===== src/rtl/mem_arb_pkg.sv =====
// Shared types and default widths for the fetch/data memory port arbiter.
// Optional build macro: ARB_ROUND_ROBIN_EN (alternate grants on a tie).
package mem_arb_pkg;

    localparam int unsigned DEF_ADDR_W = 32;
    localparam int unsigned DEF_DATA_W = 32;

    typedef enum logic [1:0] {
        IDLE = 2'd0,
        ADDR = 2'd1,
        WAIT = 2'd2,
        RESP = 2'd3
    } state_e;

    typedef enum logic {
        OWN_INST = 1'b0,
        OWN_DATA = 1'b1
    } owner_e;

endpackage


===== src/rtl/arb_pick.sv =====
// Combinational winner selection between fetch and memory-stage requests.
// ARB_ROUND_ROBIN_EN: a tie goes to the side not served last; otherwise data always wins.
module arb_pick
    import mem_arb_pkg::*;
(
    input  logic   inst_req,
    input  logic   data_req,
`ifdef ARB_ROUND_ROBIN_EN
    input  owner_e last_owner,
`endif
    output logic   grant,
    output owner_e owner
);

    always_comb begin
        grant = inst_req | data_req;
        owner = OWN_DATA;
        if (!data_req) begin
            owner = OWN_INST;
        end
`ifdef ARB_ROUND_ROBIN_EN
        else if (inst_req && (last_owner == OWN_DATA)) begin
            owner = OWN_INST;
        end
`endif
    end

endmodule


===== src/rtl/mem_port_arbiter.sv =====
// Shares one SRAM-like port between fetch and memory stage, one transaction in flight.
// ARB_ROUND_ROBIN_EN: keeps a last-owner flag so fetch is not starved on ties.
module mem_port_arbiter
    import mem_arb_pkg::*;
#(
    parameter int unsigned ADDR_W = DEF_ADDR_W,
    parameter int unsigned DATA_W = DEF_DATA_W
) (
    input  logic                  clk,
    input  logic                  rst,

    input  logic                  inst_req,
    input  logic [ADDR_W-1:0]     inst_addr,
    output logic [DATA_W-1:0]     inst_rdata,
    output logic                  inst_done,

    input  logic                  data_req,
    input  logic                  data_wr,
    input  logic [ADDR_W-1:0]     data_addr,
    input  logic [DATA_W-1:0]     data_wdata,
    input  logic [DATA_W/8-1:0]   data_wstrb,
    output logic [DATA_W-1:0]     data_rdata,
    output logic                  data_done,

    output logic                  mem_req,
    output logic                  mem_wr,
    output logic [ADDR_W-1:0]     mem_addr,
    output logic [DATA_W-1:0]     mem_wdata,
    output logic [DATA_W/8-1:0]   mem_wstrb,
    input  logic                  mem_addr_ok,
    input  logic                  mem_data_ok,
    input  logic [DATA_W-1:0]     mem_rdata,

    output logic                  busy
);

    state_e                state_q, state_d;
    owner_e                owner_q;
    logic                  pick_grant;
    owner_e                pick_owner;
    logic                  accept;
    logic                  capture;

    logic                  mem_wr_q;
    logic [ADDR_W-1:0]     mem_addr_q;
    logic [DATA_W-1:0]     mem_wdata_q;
    logic [DATA_W/8-1:0]   mem_wstrb_q;
    logic [DATA_W-1:0]     hold_q;

`ifdef ARB_ROUND_ROBIN_EN
    owner_e                last_q;
`endif

    arb_pick u_pick (
        .inst_req   (inst_req),
        .data_req   (data_req),
`ifdef ARB_ROUND_ROBIN_EN
        .last_owner (last_q),
`endif
        .grant      (pick_grant),
        .owner      (pick_owner)
    );

    assign accept = (state_q == IDLE) && pick_grant;

    // A data_ok is only meaningful once the address has been (or is being) accepted.
    assign capture = ((state_q == ADDR) && mem_addr_ok && mem_data_ok) ||
                     ((state_q == WAIT) && mem_data_ok);

    always_comb begin
        state_d = state_q;
        case (state_q)
            IDLE: begin
                if (pick_grant) begin
                    state_d = ADDR;
                end
            end
            ADDR: begin
                if (mem_addr_ok) begin
                    state_d = mem_data_ok ? RESP : WAIT;
                end
            end
            WAIT: begin
                if (mem_data_ok) begin
                    state_d = RESP;
                end
            end
            RESP:    state_d = IDLE;
            default: state_d = IDLE;
        endcase
    end

    always_ff @(posedge clk or negedge rst) begin
        if (!rst) begin
            state_q <= IDLE;
        end else begin
            state_q <= state_d;
        end
    end

    always_ff @(posedge clk or negedge rst) begin
        if (!rst) begin
            owner_q     <= OWN_INST;
            mem_wr_q    <= 1'b0;
            mem_addr_q  <= '0;
            mem_wdata_q <= '0;
            mem_wstrb_q <= '0;
        end else if (accept) begin
            owner_q <= pick_owner;
            if (pick_owner == OWN_DATA) begin
                mem_wr_q    <= data_wr;
                mem_addr_q  <= data_addr;
                mem_wdata_q <= data_wdata;
                mem_wstrb_q <= data_wr ? data_wstrb : '0;
            end else begin
                mem_wr_q    <= 1'b0;
                mem_addr_q  <= inst_addr;
                mem_wdata_q <= '0;
                mem_wstrb_q <= '0;
            end
        end
    end

    always_ff @(posedge clk or negedge rst) begin
        if (!rst) begin
            hold_q <= '0;
        end else if (capture) begin
            hold_q <= mem_rdata;
        end
    end

`ifdef ARB_ROUND_ROBIN_EN
    // Resets to "inst served last" so the first tie goes to data.
    always_ff @(posedge clk or negedge rst) begin
        if (!rst) begin
            last_q <= OWN_INST;
        end else if (accept) begin
            last_q <= pick_owner;
        end
    end
`endif

    // All control outputs decode the state directly so reset clears them at once.
    assign mem_req    = (state_q == ADDR);
    assign busy       = (state_q != IDLE);
    assign inst_done  = (state_q == RESP) && (owner_q == OWN_INST);
    assign data_done  = (state_q == RESP) && (owner_q == OWN_DATA);

    assign mem_wr     = mem_wr_q;
    assign mem_addr   = mem_addr_q;
    assign mem_wdata  = mem_wdata_q;
    assign mem_wstrb  = mem_wstrb_q;
    assign inst_rdata = hold_q;
    assign data_rdata = hold_q;

endmodule


===== config.mk =====
export PLATFORM = sky130hd
export DESIGN_NAME = mem_port_arbiter
export DESIGN_NICKNAME = d
export VERILOG_FILES = /design/src/rtl/mem_arb_pkg.sv /design/src/rtl/arb_pick.sv /design/src/rtl/mem_port_arbiter.sv
export SDC_FILE = /design/constraint.sdc
export NUM_CORES = 1
export LEC_CHECK = 0
export ABC_AREA = 1
export CELL_PAD_IN_SITES_DETAIL_PLACEMENT = 1
export CELL_PAD_IN_SITES_GLOBAL_PLACEMENT = 2
export CORE_ASPECT_RATIO = 1.2
export CORE_MARGIN = 4
export CORE_UTILIZATION = 21
export DETAILED_ROUTE_END_ITERATION = 16
export HOLD_SLACK_MARGIN = 0.03
export PLACE_DENSITY = 0.82
export SETUP_SLACK_MARGIN = 0.4
export SYNTH_ARGS = -nofsm -noshare
export SYNTH_HDL_FRONTEND = slang
export SYNTH_SLANG_ARGS = --single-unit

===== constraint.sdc =====
create_clock -name clk -period 2.5 [get_ports clk]
set_clock_uncertainty 0.2 [all_clocks]
set_input_delay 0.625 -clock clk [delete_from_list [all_inputs] [get_ports clk]]
set_output_delay 0.625 -clock clk [all_outputs]
set_load 0.05 [all_outputs]

==> results.toml, run 1 <==
[run_status]
status = "completed"

[yosys]
synth_xor_area_share_pct = 0
synth_top_family_by_area = "simple AND/OR/NAND/NOR gates"
syn_nets = 692
yosys.area.top_type_share_pct = 53.5
synthCells = 549
synth_compound_area_share_pct = 12.8
synthMuxAreaShare_pct = 0
synth_warnings = 0
synth_area_per_cell_um2 = 8.86
synthSimpleGateAreaFrac_pct = 23.1
synth_area_leader_cell = "dfrtp_1"
synth_area_mm2 = 0.00487
synthAdderAreaFrac_pct = 1.03
yosys.cell_types.count = 20
seq_area_frac_synth_pct = 53.5
yosys-top-cells-area = "dfrtp_1 53%, nand2_1 14%, o21ai_0 7.2%"
synth_seq_cells = 104

[route]
antenna_left = 0
drt-total-wl_um = 18300
drtIter0Drc = 132
vias_per_cell = 4.27
wl_per_cell_um = 16.6
vias = 4709
dr.pass1.iters = 4
drc = 0

[floorplanning]
fp.dieH_um = 175
core-area_mm2 = 0.0226
initial_core_util_pct = 21.5
die-area_mm2 = 0.0257
rows = 60
dieWidth_um = 147
io_pins = 276

[place]
port_buffers = 275
dp_hpwl_um = 13500
gp_congestion = 0.746
dp_cells = 1084
dp_slack_ns = 0.120

[layout]
fin_nets = 932
n_fill_cell = 2627
drive_gt1_share_pct = 23.3
multiInputGateArea_mm2 = 0.00184
regArea_mm2 = 0.00261
diodes = 0
final_cells = 1104
area_delta_synth_final_pct = 64.7
fin_util_pct = 35.5

[setup_path]
cp_max_fo = 4
crit_required_ns = 1.67
critPathKind = "reg2out"
cp-start-kind = "register"
cp-end-kind = "output port"
crit_arrival_ns = 1.28

[clocking]
clk-insertion-delay-late_ns = 0.34
cts_buffers = 9
htreeDepth = 3
cts_tree = "yes"
root_buffer = "clkbuf_16"
clockBufferDepth = 2
path_clk_slew_ns = 0.08
cts_num_sinks = 104

[timing]
relSlewSlack_pct = 64.2
min_period_ns = 2.10
clock.fmax_ghz = 0.476
timing.final.crit_share_pct = 84.1
setup_ws_ns = 0.398
setup_violations = 0
worst_pin_slew_ns = 0.540
slew_viol_final = 0
rsz0062_at_grt = "true"
hold_viol = 0
setup_tns_ns = 0

[power_and_ir_drop]
power.density_mw_per_mm2 = 1500
total_power_mw = 12.0
p_leak_nw = 3.75
ir_drop_mv = 0.518

[worst_hold_path]
holdCritPathClass = "in2async"

[grt]
grt_pass1_wl_um = 28600
gr-total-overflow = 0
antenna_found_initial = 0
grt_start_max_net_pins = 59
grt_pass1_vias = 4967
gr-usage-all-layers_pct = 14.0

[job]
max_cap_viol_count = 0
## layer usage
layer	up-vias	track usage, %	part of all wire, %	wire, um
met5	-	0	0	0
met4	0	4.62	1.8	325
met3	18	4.54	8.1	1490
met2	179	24.2	50	9170
met1	2273	16.5	40	7310
li1	2239	-	-	-
## Yosys cell counts
cell and instances:
o211ai_1 27, nor2_4 1, clkbuf_2 4, nand4_1 1, or2_2 32, nor2_1 4
o21ai_0 70, nor2_8 1, o21ai_1 1, o211ai_2 5, clkbuf_1 15, dfrtp_1 104
inv_2 3, nand3_1 36, ha_1 4, buf_6 3, nand2_1 184, inv_1 8
buf_4 35, buf_2 11
## power by group
group	switching (mW)	leakage [nW]	internal, mW	total, mW
combinational	5.42	2.29	2.03	7.45
sequential	0.486	1.30	2.47	2.96
clock	0.705	0.162	0.894	1.60
total	6.61	3.75	5.40	12.0
## layout by cell type (no fill, tap or decap), drive strengths merged
master,netlist,routed
o21ai,71,71
inv,11,14
o211ai,32,32
clkdlybuf4s15,0,76
clkinv,0,2
dlygate4sd2,0,3
ha,4,4
buf,49,30
or2,32,32
nand3,36,36
nand4,1,1
nor2,6,6
clkdlybuf4s50,0,137
nand2,184,184
bufinv,0,2
clkbuf,19,60
dfrtp,104,104
## kinds of logic (layout without fill, tap and decap cells)
group           after synthesis  in the layout
simple gates                259            259
flops                       104            104
compound gates              103            103
fa+ha+maj                     4              4
buf+inv                      79            324
## final cells by class
| cell class | instances | share of cell area (%) |
|---|---|---|
| clock buffers | 9 | 2.81 |
| clock inverters | 7 | 1.28 |
| inverters | 11 | 0.640 |
| multi-input cells | 366 | 23.0 |
| flip-flops and latches | 104 | 32.5 |
| well taps | 310 | 4.84 |
| repair buffers | 297 | 35.0 |
## worst max-delay path, stage by stage (launching register included)
cell,delay [ns]
dfrtp_2,0.45
buf_4,0.16
ha_4,0.17
buf_12,0.14
## worst paths after layout
check | depth (start not counted) | endpoint | from | slack (ns)
setup / recovery | 3 | mem_req | state_q[0]$_DFFE_PN0P_ | 0.40
setup reg to reg | 8 | mem_addr[22]$_DFFE_PN0P_ | state_q[0]$_DFFE_PN0P_ | 0.72
hold reg to reg | 2 | mem_wstrb[0]$_DFFE_PN0P_ | mem_wstrb[0]$_DFFE_PN0P_ | 0.30
min in group clk | 2 | mem_wstrb[0]$_DFFE_PN0P_ | mem_wstrb[0]$_DFFE_PN0P_ | 0.30
max in group asynchronous | 2 | mem_wdata[20]$_DFFE_PN0P_ | rst | 1.70
hold / removal | 2 | data_rdata[8]$_DFFE_PN0P_ | rst | 0.05
## what timing repair did
item	in CTS	in global routing
resized for setup	268	96
setup endpoints to repair	134	86
hold buffers	0	0
buffers inserted	4	0
pin swaps	0	3
## registers in the layout (all words and copies together), names as in the netlist
| register | count |
|---|---|
| mem_wstrb | 4 |
| mem_addr | 32 |
| data_rdata | 32 |
| state_q | 2 |
| owner_q | 1 |
| mem_wr | 1 |
| mem_wdata | 32 |
## per-stage QoR
stage / hold WS (ns) / cell area, um^2
global placement: 0.280 / 7810
finish: 0.0509 / 8020
floorplan: 0.129 / 4870
detailed placement: 0.288 / 7810
CTS: 0.0506 / 8200
global route: 0.0637 / 8020
No activity file was read; power rests on OpenSTA's default activity.
==> inputs of run 2 (changes only) <==
Clock period 2.5 ns to 2.2 ns, I/O delays scaled along.
==> results.toml, run 2 (same netlist as run 1, synthesis figures left out) <==
[timing]
slew_viol_final = 0
hold_viol = 0
whs_ns = 0.287
worst_pin_slew_ns = 0.316
timing.final.crit_share_pct = 90.8
setup_violations = 0
min_period_ns = 2.00
clock.fmax_ghz = 0.501
relSlewSlack_pct = 78.9
rsz0062_at_grt = "true"

[setup_path]
reg2regPathDepth = 8
path_cells = "ha_2, inv_2, nor2_4, buf_12"
cpPeakStageDelay_ns = 0.41
crit_arrival_ns = 1.25
critPathKind = "reg2out"
slowest_stage = "dfrtp_1"
cp_max_fo = 4
cp-start-kind = "register"
rrSetupSlack_ns = 0.48
cp-end-kind = "output port"
path_delay_family = "flip-flops"
crit_buf_inv = 2
crit_required_ns = 1.45
crit_cells = 4

[clocking]
root_buffer = "clkbuf_16"
clockBufferDepth = 2
cts_buffers = 9
clk-insertion-delay-late_ns = 0.34
cts_num_sinks = 104
htreeDepth = 3
cts_tree = "yes"
path_clk_slew_ns = 0.08

[grt]
gr-usage-all-layers_pct = 13.9
grt_pass1_wl_um = 28600
grt_start_max_net_pins = 54
grt_pass1_vias = 4968
antenna_found_initial = 0
gr-total-overflow = 0

[power_and_ir_drop]
p_leak_nw = 3.91
power.density_mw_per_mm2 = 1750
ir_drop_mv = 0.664

[worst_hold_path]
holdCritPathClass = "reg2reg"
hold_depth = 2

[layout]
fin_nets = 944
fin_util_pct = 35.8
drive_gt1_share_pct = 30.1
diodes = 0
mostFrequentLayoutCell = "nand2_1"
area_delta_synth_final_pct = 66.2
final_cell_mix = "182 x nand2_1, 147 x buf_4, 136 x clkdlybuf4s50_1"

[route]
vias_per_cell = 4.27
vias = 4760
drc = 0
antenna_left = 0
dr.pass1.iters = 4
wl_per_cell_um = 16.5
drt-total-wl_um = 18400
drtIter0Drc = 109

[place]
gp_congestion = 0.753
dp_hpwl_um = 13600
port_buffers = 275

[floorplanning]
core-area_mm2 = 0.0226
fp.dieH_um = 175
die-area_mm2 = 0.0257
dieWidth_um = 147
io_pins = 276
initial_core_util_pct = 21.5
rows = 60

[job]
max_cap_viol_count = 0

[run_status]
status = "completed"
[run 2: path summary, 6_finish.rpt]
kind                                           start                    endpoint
hold reg to reg            mem_wdata[15]$_DFFE_PN0P_   mem_wdata[15]$_DFFE_PN0P_
setup reg to reg              state_q[0]$_DFFE_PN0P_  data_rdata[24]$_DFFE_PN0P_
min in group asynchronous                        rst   data_rdata[9]$_DFFE_PN0P_
hold / removal             mem_wdata[15]$_DFFE_PN0P_   mem_wdata[15]$_DFFE_PN0P_
max in group asynchronous                        rst  data_rdata[15]$_DFFE_PN0P_
setup / recovery              state_q[1]$_DFFE_PN0P_                   inst_done
[run 2: per-stage QoR]
step           power, mW  area [um^2]  setup TNS, ns  setup WS, ns  cells
6_report            14.2         8090              0         0.203   1116
4_1_cts             14.2         7970              0         0.167   1109
3_5_place_dp        12.2         7510          -4.68        -0.119   1084
2_1_floorplan       9.42         4870              0         0.243    549
3_3_place_gp        12.0         7510          -2.05       -0.0823   1084
5_1_grt             15.0         8090              0         0.140   1116
[run 2: area by class of cell]
| type | count | area [um^2] |
|---|---|---|
| Clock buffer | 10 | 239 |
| Clock inverter | 6 | 72.6 |
| Fill cell | 2613 | 14500 |
| Inverter | 11 | 43.8 |
| Multi-Input combinational cell | 368 | 1860 |
| Sequential cell | 104 | 2610 |
| Tap cell | 310 | 388 |
| Timing Repair Buffer | 307 | 2880 |
[run 2: power breakdown]
group          total [mW]  switching [mW]  internal (mW)
sequential           3.40           0.595           2.81
clock                1.72           0.792          0.932
combinational        9.04            6.24           2.81
total                14.2            7.62           6.55
[run 2: layer usage]
| metal | up-vias | share of wire, % | routed length, um | global-route usage (%) |
|---|---|---|---|---|
| met3 | 9 | 7.1 | 1300 | 4.36 |
| li1 | 2269 | - | - | - |
| met2 | 168 | 52 | 9550 | 25.1 |
| met4 | 0 | 0.92 | 169 | 2.68 |
| met5 | - | 0 | 0 | 0 |
| met1 | 2314 | 40 | 7360 | 16.4 |
[run 2: what timing repair did]
item | in CTS | in global routing
gates cloned | 1 | 1
buffers inserted | 7 | 6
pin swaps | 5 | 5
hold buffers | 1 | 0
setup endpoints to repair | 66 | 94
gates resized for setup | 15 | 40
endpoints found under the hold margin | 104 | 0
[run 2: worst min-delay path, delay by kind of cell (launching register included)]
family | cells | cell delay [ns]
flip-flops | 1 | 0.34
AO/OA/AOI/OAI | 1 | 0.06
AND/OR/NAND/NOR | 1 | 0.05
